<file path="src/rtl/snes_controller_poller_pkg.sv">
// Shared types and constants for the NES/SNES controller poller and the replay side.
// Holds the FSM state encoding, the legal frame widths and the default protocol timing.
package snes_pkg;

  typedef enum logic [2:0] {
    IDLE,
    LATCH,
    SETTLE,
    LOW,
    HIGH,
    DONE
  } state_t;

  localparam int NES_BITS   = 8;
  localparam int SNES_BITS  = 16;
  localparam int MOUSE_BITS = 32;
  localparam int WIDE_BITS  = 64;

  // 12 us latch and 6 us serial half period at a 50 MHz system clock
  localparam int DEFAULT_LATCH_CYCLES = 600;
  localparam int DEFAULT_HALF_CYCLES  = 300;

  // The phase counter only counts 0..longest-1, so clog2 of the longest phase is enough
  function automatic int phase_width(input int latch_cycles, input int half_cycles);
    int longest;
    longest = (latch_cycles > half_cycles) ? latch_cycles : half_cycles;
    return (longest > 1) ? $clog2(longest) : 1;
  endfunction

endpackage

</file>
<file path="src/rtl/snes_controller_poller_if.sv">
// Bundle of the poll request/result signals and the three controller wires.
// master = the poller itself, slave = whoever requests polls and drives the data line.
interface snes_controller_poller_if
  import snes_pkg::*;
#(
  parameter int NUM_BITS = SNES_BITS
);

  logic                start;
  logic                busy;
  logic [NUM_BITS-1:0] frame_out;
  logic                frame_valid;
  logic                latch_out;
  logic                pclk_out;
  logic                data_in;

  modport master (
    input  start,
    input  data_in,
    output busy,
    output frame_out,
    output frame_valid,
    output latch_out,
    output pclk_out
  );

  modport slave (
    output start,
    output data_in,
    input  busy,
    input  frame_out,
    input  frame_valid,
    input  latch_out,
    input  pclk_out
  );

endinterface

</file>
<file path="src/rtl/snes_controller_poller_sync_2ff.sv">
// Two-flop synchroniser for asynchronous controller lines; reset value is the idle
// line level so a freshly reset block never sees a phantom button press.
module sync_2ff #(
  parameter int   WIDTH     = 1,
  parameter logic RESET_VAL = 1'b1
) (
  input  logic             clk,
  input  logic             rst_n,
  input  logic [WIDTH-1:0] d,
  output logic [WIDTH-1:0] q
);

  logic [WIDTH-1:0] meta_reg;
  logic [WIDTH-1:0] sync_reg;

  generate
    for (genvar gi = 0; gi < WIDTH; gi++) begin : g_bit
      always_ff @(posedge clk) begin
        if (!rst_n) begin
          meta_reg[gi] <= RESET_VAL;
          sync_reg[gi] <= RESET_VAL;
        end else begin
          meta_reg[gi] <= d[gi];
          sync_reg[gi] <= meta_reg[gi];
        end
      end
    end
  endgenerate

  assign q = sync_reg;

endmodule

</file>
<file path="src/rtl/snes_controller_poller.sv">
// Console-side NES/SNES poller: latch pulse, NUM_BITS-1 serial clock pulses, and one
// parallel frame per poll with the first bit on the wire landing in frame_out MSB.
module snes_controller_poller
  import snes_pkg::*;
#(
  parameter int NUM_BITS     = SNES_BITS,
  parameter int LATCH_CYCLES = DEFAULT_LATCH_CYCLES,
  parameter int HALF_CYCLES  = DEFAULT_HALF_CYCLES
) (
  input  logic                        clk,
  input  logic                        rst_n,
  snes_controller_poller_if.master    bus
);

  localparam int PW = phase_width(LATCH_CYCLES, HALF_CYCLES);
  localparam int BW = $clog2(NUM_BITS) + 1;

  localparam logic [PW-1:0] LATCH_LAST = PW'(LATCH_CYCLES - 1);
  localparam logic [PW-1:0] HALF_LAST  = PW'(HALF_CYCLES - 1);
  localparam logic [BW-1:0] BIT_LAST   = BW'(NUM_BITS - 1);

  state_t              state_reg;
  logic [PW-1:0]       phase_reg;
  logic [BW-1:0]       bit_cnt_reg;
  logic [NUM_BITS-1:0] acc_reg;
  logic [NUM_BITS-1:0] frame_reg;
  logic                latch_reg;
  logic                pclk_reg;
  logic                busy_reg;
  logic                valid_reg;

  logic                data_sync;
  logic                half_last;
  logic [NUM_BITS-1:0] acc_shift;

  sync_2ff #(
    .WIDTH     (1),
    .RESET_VAL (1'b1)
  ) u_data_sync (
    .clk   (clk),
    .rst_n (rst_n),
    .d     (bus.data_in),
    .q     (data_sync)
  );

  assign half_last = (phase_reg == HALF_LAST);
  assign acc_shift = (acc_reg << 1) | NUM_BITS'(data_sync);

  always_ff @(posedge clk) begin
    if (!rst_n) begin
      state_reg   <= IDLE;
      phase_reg   <= '0;
      bit_cnt_reg <= '0;
      acc_reg     <= '0;
      frame_reg   <= '1;
      latch_reg   <= 1'b0;
      pclk_reg    <= 1'b1;
      busy_reg    <= 1'b0;
      valid_reg   <= 1'b0;
    end else begin
      valid_reg <= 1'b0;
      case (state_reg)
        IDLE: begin
          if (bus.start) begin
            state_reg   <= LATCH;
            latch_reg   <= 1'b1;
            busy_reg    <= 1'b1;
            phase_reg   <= '0;
            bit_cnt_reg <= '0;
            acc_reg     <= '0;
          end
        end
        LATCH: begin
          if (phase_reg == LATCH_LAST) begin
            state_reg <= SETTLE;
            latch_reg <= 1'b0;
            phase_reg <= '0;
          end else begin
            phase_reg <= phase_reg + PW'(1);
          end
        end
        SETTLE: begin
          // The controller presents bit 0 while latched, so it is sampled before any clock
          if (half_last) begin
            acc_reg     <= acc_shift;
            bit_cnt_reg <= BW'(1);
            phase_reg   <= '0;
            if (NUM_BITS == 1) begin
              state_reg <= DONE;
            end else begin
              state_reg <= LOW;
              pclk_reg  <= 1'b0;
            end
          end else begin
            phase_reg <= phase_reg + PW'(1);
          end
        end
        LOW: begin
          if (half_last) begin
            state_reg <= HIGH;
            pclk_reg  <= 1'b1;
            phase_reg <= '0;
          end else begin
            phase_reg <= phase_reg + PW'(1);
          end
        end
        HIGH: begin
          // Sampling at the end of the high half leaves time for the synchroniser
          if (half_last) begin
            acc_reg     <= acc_shift;
            bit_cnt_reg <= bit_cnt_reg + BW'(1);
            phase_reg   <= '0;
            if (bit_cnt_reg == BIT_LAST) begin
              state_reg <= DONE;
            end else begin
              state_reg <= LOW;
              pclk_reg  <= 1'b0;
            end
          end else begin
            phase_reg <= phase_reg + PW'(1);
          end
        end
        DONE: begin
          frame_reg <= acc_reg;
          valid_reg <= 1'b1;
          busy_reg  <= 1'b0;
          state_reg <= IDLE;
        end
        default: begin
          state_reg <= IDLE;
        end
      endcase
    end
  end

  assign bus.latch_out   = latch_reg;
  assign bus.pclk_out    = pclk_reg;
  assign bus.busy        = busy_reg;
  assign bus.frame_out   = frame_reg;
  assign bus.frame_valid = valid_reg;

endmodule

</file>
<file path="src/flat_wrapper.sv">
// flat-port wrapper written by rule: the top's interface ports become plain ports
module snes_controller_poller_flat import snes_pkg::*;
#(
  parameter int NUM_BITS     = SNES_BITS,
  parameter int LATCH_CYCLES = DEFAULT_LATCH_CYCLES,
  parameter int HALF_CYCLES  = DEFAULT_HALF_CYCLES
)
  (clk, rst_n, bus_start, bus_data_in, bus_busy, bus_frame_out, bus_frame_valid, bus_latch_out, bus_pclk_out);
  snes_controller_poller_if #(.NUM_BITS(NUM_BITS)) bus_i ();
  input  logic clk;
  input  logic rst_n;
  input wire logic [$bits(bus_i.start)-1:0] bus_start;
  input wire logic [$bits(bus_i.data_in)-1:0] bus_data_in;
  output wire logic [$bits(bus_i.busy)-1:0] bus_busy;
  output wire logic [$bits(bus_i.frame_out)-1:0] bus_frame_out;
  output wire logic [$bits(bus_i.frame_valid)-1:0] bus_frame_valid;
  output wire logic [$bits(bus_i.latch_out)-1:0] bus_latch_out;
  output wire logic [$bits(bus_i.pclk_out)-1:0] bus_pclk_out;
  assign bus_i.start = bus_start;
  assign bus_i.data_in = bus_data_in;
  assign bus_busy = bus_i.busy;
  assign bus_frame_out = bus_i.frame_out;
  assign bus_frame_valid = bus_i.frame_valid;
  assign bus_latch_out = bus_i.latch_out;
  assign bus_pclk_out = bus_i.pclk_out;
  snes_controller_poller #(.NUM_BITS(NUM_BITS), .LATCH_CYCLES(LATCH_CYCLES), .HALF_CYCLES(HALF_CYCLES)) u_core (.clk(clk), .rst_n(rst_n), .bus(bus_i));
endmodule
</file>
<file path="config.mk">
export PLATFORM = sky130hd
export DESIGN_NAME = snes_controller_poller_flat
export DESIGN_NICKNAME = d
export VERILOG_FILES = /design/src/rtl/snes_controller_poller_pkg.sv /design/src/rtl/snes_controller_poller_if.sv /design/src/rtl/snes_controller_poller_sync_2ff.sv /design/src/rtl/snes_controller_poller.sv /design/src/flat_wrapper.sv
export SDC_FILE = /design/constraint.sdc
export NUM_CORES = 1
export LEC_CHECK = 0
export CAP_MARGIN = 40
export CORE_MARGIN = 3
export CORE_UTILIZATION = 60
export CTS_CLUSTER_DIAMETER = 40
export DETAILED_ROUTE_END_ITERATION = 10
export PLACE_DENSITY = 0.84
export SLEW_MARGIN = 20
export SYNTH_ARGS = -nofsm -noshare
export SYNTH_HDL_FRONTEND = slang
export SYNTH_SLANG_ARGS = --single-unit
</file>
<file path="constraint.sdc">
create_clock -name clk -period 4.75 [get_ports clk]
set_input_delay 0.475 -clock clk [delete_from_list [all_inputs] [get_ports clk]]
set_output_delay 0.475 -clock clk [all_outputs]
set_load 0.05 [all_outputs]
</file>
# After elaboration in Yosys (flattened, before gate mapping)

Cells that the tools add are included.

Add/sub/neg operators: 2
Equality and inequality tests: 15
Muxes and demuxes: 28
Bitwise logic cells: 1
Reductions and logical operators: 16

Operators by type and width:

| operator                                                                 | number |
|---|---|
| 16-bit 2-to-1 mux                                                        | 2 |
| 16-bit one-hot mux with 2 select lines                                   | 1 |
| 10-bit 2-to-1 mux                                                        | 3 |
| 10-bit one-hot mux with 3 select lines                                   | 1 |
| 3-bit 2-to-1 mux                                                         | 6 |
| 16-bit by 1-bit OR with 16-bit output                                    | 1 |
| 5-bit 2-to-1 mux                                                         | 3 |
| 3-bit one-hot mux with 5 select lines                                    | 1 |
| 5-bit one-hot mux with 3 select lines                                    | 1 |
| 10-bit by 1-bit adder with 10-bit output (second input constant)         | 1 |
| 10-bit equality test (second input constant)                             | 1 |
| 10-bit by 9-bit equality test with 1-bit output (second input constant)  | 1 |
| 2-bit by 1-bit inequality test with 1-bit output (second input constant) | 5 |
| 5-bit AND reduction                                                      | 2 |
| 3-bit nonzero test                                                       | 3 |
| 1-bit 2-to-1 mux                                                         | 7 |
| 3-bit by 2-bit equality test with 1-bit output (second input constant)   | 2 |
| 3-bit equality test (second input constant)                              | 2 |
| 3-bit AND reduction                                                      | 2 |
| 2-bit nonzero test                                                       | 3 |
| 5-bit by 1-bit adder with 5-bit output (second input constant)           | 1 |
| 5-bit by 4-bit equality test with 1-bit output (second input constant)   | 1 |
| 2-bit inequality test (second input constant)                            | 2 |
| 1-bit one-hot mux with 2 select lines                                    | 2 |
| other kinds (7)                                                          | 8 |

Register bits after elaboration: 56
Output and inout port bits: 20

# Logic depth before layout (Yosys ltp)

Depth in word-level cells: 4
Depth in mapped cells: 8
Mapped depth without buffers: 7

# Cells and area by module

From an unflattened synthesis, not the netlist that was laid out.

Cell total of the unflattened synthesis: 313
Area total of the unflattened synthesis: 2620.0 µm²

Modules (own cells, without submodules):

| module                 | times used | cells each | area each (µm²) | seq. area each (µm²) |
|---|---|---|---|---|
| snes_controller_poller | 1          | 309        | 2567.5          | 1081.0 |
| sync_2ff               | 1          | 4          | 52.6            | 40.0 |

# Least setup slack after synthesis

No wires, ideal clock.

Kind: register to register
From: reg u_core.phase_reg[0]
To: reg u_core.bit_cnt_reg[3]
Arrival: 1791 ps
Data required time: 4680 ps
Path slack: 2889 ps
Cell stages (with the launch flop): 8
Path through: dfxtp_1 ha_1 nor2b_1 a41oi_1 or2_0 clkbuf_1 or4_1 a21oi_1

Cells in the longest elaborated chain, start to end: 3
Elaborated cells on any way between the ends: 4

Ends and longest elaborated chain:

| item                                                              | RTL line                      | text |
|---|---|---|
| from (decl)                                                       | snes_controller_poller.sv:23  | `logic [PW-1:0] phase_reg;` |
| from (signal assigned)                                            | snes_controller_poller.sv:79  | `phase_reg <= phase_reg + PW'(1);` |
| from (signal assigned)                                            | snes_controller_poller.sv:95  | `phase_reg <= phase_reg + PW'(1);` |
| from (signal assigned)                                            | snes_controller_poller.sv:104 | `phase_reg <= phase_reg + PW'(1);` |
| 10-bit by 9-bit equality test with 1-bit output (*)               | snes_controller_poller.sv:46  | `assign half_last = (phase_reg == HALF_LAST);` |
| 2-bit by 1-bit inequality test with 1-bit output (no source line) | -                             |  |
| 4-bit AND reduction (no source line) (*)                          | -                             |  |
| to (signal assigned)                                              | snes_controller_poller.sv:111 | `bit_cnt_reg <= bit_cnt_reg + BW'(1);` |
| to (decl)                                                         | snes_controller_poller.sv:24  | `logic [BW-1:0] bit_cnt_reg;` |

Mark *: on every way between the ends. The rest lies on a longest branch, timed or not.
A chain may end at the register's enable or synchronous reset.

# Final worst setup path

From: reg u_core.phase_reg[0]
To: reg u_core.phase_reg[0]

Cells in the longest elaborated chain, start to end: 3
Elaborated cells on any way between the ends: 6

Ends and longest elaborated chain:

| item                                                                   | RTL line                     | text |
|---|---|---|
| 10-bit by 1-bit adder with 10-bit output, or another cell as far along | -                            |  |
| 10-bit 2-to-1 mux (on tied branches)                                   | -                            |  |
| 10-bit one-hot mux with 3 select lines (*)                             | snes_controller_poller.sv:62 | `case (state_reg)` |

Marks and branches as above.

==> impl.org <==
** Setup path
- Together, buffers and inverters on the worst path number 1.
- The critical path goes through ha_1, nand4b_1, nor4_1, o22ai_1, buf_4, mux2i_1, nor2_1.
- Longest individual stage delay on the worst path :: 0.63 ns
- The worst setup path is launched from a register.
- Worst path slowest cell :: sky130_fd_sc_hd__nor4_1
- Startpoint of the worst-slack reg-to-reg timing path :: u_core.phase_reg[0]
- RR Endpoint :: u_core.phase_reg[0]
- Flop2flop setup slack :: 2.42 ns
- Cell family with most CP delay :: simple AND/OR/NAND/NOR gates
- Along the worst path, the maximum fanout reaches 10.
- In this run the number of cells on the critical path is 7.
- The worst setup path is captured at a register.
- Data arrives at the worst endpoint at 2.53 ns.
- Tracing the worst setup path back leads to its startpoint at u_core.phase_reg[0].
- The number of cells on the worst reg-to-reg path is 7.
- Timing endpoint of the critical path :: u_core.phase_reg[0]
- Required time of the critical path :: 4.95 ns
- The worst setup path is of the register to register kind.

** Detailed routing
- Across all layers, the routed design uses 2,093 vias.
- Number of nets with antenna violations after detailed routing :: 0
- The first routing iteration left 196 violations.
- Drt wl/cell :: 13.2 um
- First-pass DRT Iterations :: 5
- Detailed-route DRC error count :: 0
- The routed design has 4870 um of wire.
- Vias per Instance :: 5.69

** Timing
- The tightest hold path in the finished design has a slack of 0.418 ns.
- The worst pin sits at a relative slew slack of 50.6%.
- At the pin with the least slew margin, the transition time is 0.733 ns.
- Unrepaired setup endpoints after global routing :: no
- Period utilization :: 49.0%
- Worst Skew :: 0.00534 ns
- Derived from the worst setup path, the maximum achievable clock frequency is 430 MHz.
- The number of endpoints with negative hold slack in the final report was 0.
- Setup Total Neg Slack :: 0 ns
- Total count of max-transition violations in the final report :: 0
- Counting I/O delays and the setup requirement, the final critical path takes 2.33 ns.
- Final setup violating endpoints :: 0

** Floorplanning
- For this configuration, the core starts out at a cell density of 62.8%.
- The floorplan step defined a die boundary enclosing 4680 um^2.
- 24 I/O pins were placed.
- In this run the horizontal extent of the chip is 68.4 um.
- Number of rows created at floorplan :: 22
- The floorplan step set the die height to 68.4 um.
- After floorplanning, the core was sized to cover 3720 um^2.

** Clocking
- Post-cts resize count :: 0
- Longest Clk Path Bufs :: 2
- After clock tree synthesis, the clock-pin slew on the worst setup and hold paths is 0.10 ns.
- Clock latency on the worst-skew pair :: 0.31 ns
- Clock Sinks :: 56
- Clock buffers created by TritonCTS :: 5
- Cell chosen for the clock root :: sky130_fd_sc_hd__clkbuf_8
- Hold-fix buffers, CTS :: 0
- The H-tree generated during clock tree synthesis spans 2 levels.
- TritonCTS clock tree :: done
- Once the clock tree was built, the setup fixing pass inserted 0 buffers.

** Placed design
- Input and output buffers added on the ports amount to 23.
- Routability Congestion :: 0.820
- Detailed placement ended at an HPWL of 3260 um.
- Post-place instance area :: 2600 um^2
- Cell count after placement :: 359

** Worst hold path
- The min-delay analysis places its worst path in the category register to register.
- Along the worst hold path, the cell count comes to 1.

** Finish
- Net total in the final layout :: 326
- The repair_antennas step left the layout with diodes totalling 0.
- Once layout is done, the placed cells without fillers occupy 2710 um^2.
- After the flow finishes, the layout carries non-filler instances totaling 368.
- Area growth syn-to-layout :: 16.0%
- For this run, the share of the core covered by cells in the final layout is 72.9%.
- Of the cells placed in the final design, the portion with a size suffix greater than 1 is 5.94%.
- Commonest cells after routing, fill and taps aside :: sky130_fd_sc_hd__nand2_1, sky130_fd_sc_hd__dfxtp_1, sky130_fd_sc_hd__nand3_1
- The library cell used most frequently in the layout, excluding fill and tap cells, is sky130_fd_sc_hd__nand2_1.

** Yosys
- Synthesis produced a netlist with a net count of 307.
- Flops & latches, synth :: 56
- Synthesized instance count :: 300
- Averaged over all synthesized cells, the footprint is 7.78 um^2.
- Share of the yosys chip area belonging to registers :: 48.0%
- Yosys printed 0 warnings.
- In this run, distinct cell masters in the synthesized netlist total 37.
- In this run the cell area of the synthesized design comes to 2330 um^2.

** GRT
- Global routing used 22.0% of the available tracks.
- First-pass GRT wire length :: 7850 um
- The initial antenna violation count is 0.
- Vias in the first global route :: 1,784
- Congestion Overflow GR :: 0
- Pin count of the biggest net entering global routing :: 28

** Job
- Max-cap violations :: 0

** Outcome
- The flow ran to the end, and the final reports show no timing, DRC or antenna violations.

** Pwr
- For this design the static power due to leakage is 0.00101 uW.
- VDD sags by at most 0.260 mV.
- Power per standard cell area :: 294 nW/um^2
## Yosys cell counts
cell type	count	area [um^2]
sky130_fd_sc_hd__a21oi_1	28	140
sky130_fd_sc_hd__a31o_2	1	8.76
sky130_fd_sc_hd__a31oi_1	7	43.8
sky130_fd_sc_hd__a41oi_1	1	8.76
sky130_fd_sc_hd__and2_1	3	18.8
sky130_fd_sc_hd__and3_1	3	18.8
sky130_fd_sc_hd__and3b_1	1	8.76
sky130_fd_sc_hd__buf_2	3	15.0
sky130_fd_sc_hd__buf_4	1	7.51
sky130_fd_sc_hd__clkbuf_1	14	52.6
sky130_fd_sc_hd__clkinv_1	1	3.75
sky130_fd_sc_hd__dfxtp_1	56	1120
sky130_fd_sc_hd__ha_1	3	37.5
sky130_fd_sc_hd__inv_1	3	11.3
sky130_fd_sc_hd__mux2i_1	1	10.0
sky130_fd_sc_hd__nand2_1	71	267
sky130_fd_sc_hd__nand2b_1	4	25.0
sky130_fd_sc_hd__nand3_1	44	220
sky130_fd_sc_hd__nand3b_1	3	22.5
sky130_fd_sc_hd__nand4_1	3	18.8
sky130_fd_sc_hd__nand4b_1	2	17.5
sky130_fd_sc_hd__nor2_1	18	67.6
sky130_fd_sc_hd__nor2b_1	3	18.8
sky130_fd_sc_hd__nor3b_1	2	15.0
sky130_fd_sc_hd__nor4_1	1	6.26
sky130_fd_sc_hd__nor4b_2	1	15.0
sky130_fd_sc_hd__o21ai_0	11	55.1
sky130_fd_sc_hd__o21ai_1	1	5.00
sky130_fd_sc_hd__o22ai_1	1	6.26
sky130_fd_sc_hd__o32a_1	1	10.0
sky130_fd_sc_hd__or2_0	1	6.26
sky130_fd_sc_hd__or2_2	1	6.26
sky130_fd_sc_hd__or3_1	2	12.5
sky130_fd_sc_hd__or3b_2	1	8.76
sky130_fd_sc_hd__or4_1	1	7.51
sky130_fd_sc_hd__xnor2_1	1	8.76
sky130_fd_sc_hd__xor2_1	1	8.76
## per-layer routing
| layer | routed length (um) | global-route usage (%) |
|---|---|---|
| met1 | 2370 | 29.9 |
| met2 | 2240 | 33.7 |
| met3 | 193 | 5.42 |
| met4 | 65 | 7.69 |
| met5 | 0 | 0 |
## worst register-to-register path, cell delays in order (launching register included)
cell and delay, ns:
sky130_fd_sc_hd__dfxtp_1 0.39, sky130_fd_sc_hd__ha_1 0.27, sky130_fd_sc_hd__nand4b_1 0.13, sky130_fd_sc_hd__nor4_1 0.64, sky130_fd_sc_hd__o22ai_1 0.37, sky130_fd_sc_hd__buf_4 0.26
sky130_fd_sc_hd__mux2i_1 0.13, sky130_fd_sc_hd__nor2_1 0.05
## how the worst min path moves through the flow
stage | endpoint | startpoint | slack (ns)
after detailed placement | u_core.u_data_sync.q | u_core.u_data_sync.meta_reg | 0.40
after CTS | u_core.u_data_sync.q | u_core.u_data_sync.meta_reg | 0.42
final | u_core.u_data_sync.q | u_core.u_data_sync.meta_reg | 0.42
after global placement | u_core.u_data_sync.q | u_core.u_data_sync.meta_reg | 0.40
after floorplan | u_core.u_data_sync.q | u_core.u_data_sync.meta_reg | 0.39
after global routing | u_core.u_data_sync.q | u_core.u_data_sync.meta_reg | 0.43
## kinds of logic (layout without fill, tap and decap cells)
group	count (synthesis)	count (layout)	synth area share, %
simple gates	165	165	33.4
flops	56	56	48.0
compound gates	51	51	11.9
buf+inv	22	42	3.86
fa+ha+maj	3	3	1.61
xor+xnor	2	2	0.750
mux	1	1	0.429
## per-stage QoR
stage,power [uW],worst slack (ns)
finish,797,2.42
global route,827,2.24
CTS,802,2.44
detailed placement,536,2.15
global placement,533,2.10
floorplan,520,2.89
## area by class of cell
| type | count | area, um^2 |
|---|---|---|
| clock buffers | 6 | 82.6 |
| clock inverters | 2 | 15.0 |
| fillers | 301 | 1010 |
| inverters | 4 | 15.0 |
| multi-input cells | 222 | 1120 |
| flip-flops and latches | 56 | 1120 |
| well taps | 48 | 60.1 |
| repair buffers | 30 | 290 |
## power breakdown
part	internal, uW	switching (uW)	total [uW]	leakage, uW
clock	118	152	271	0.0000434
sequential	473	4.40	477	0.000453
combinational	15.4	33.6	48.9	0.000517
total	607	190	797	0.00101
Power figures use the tool's default switching activity.
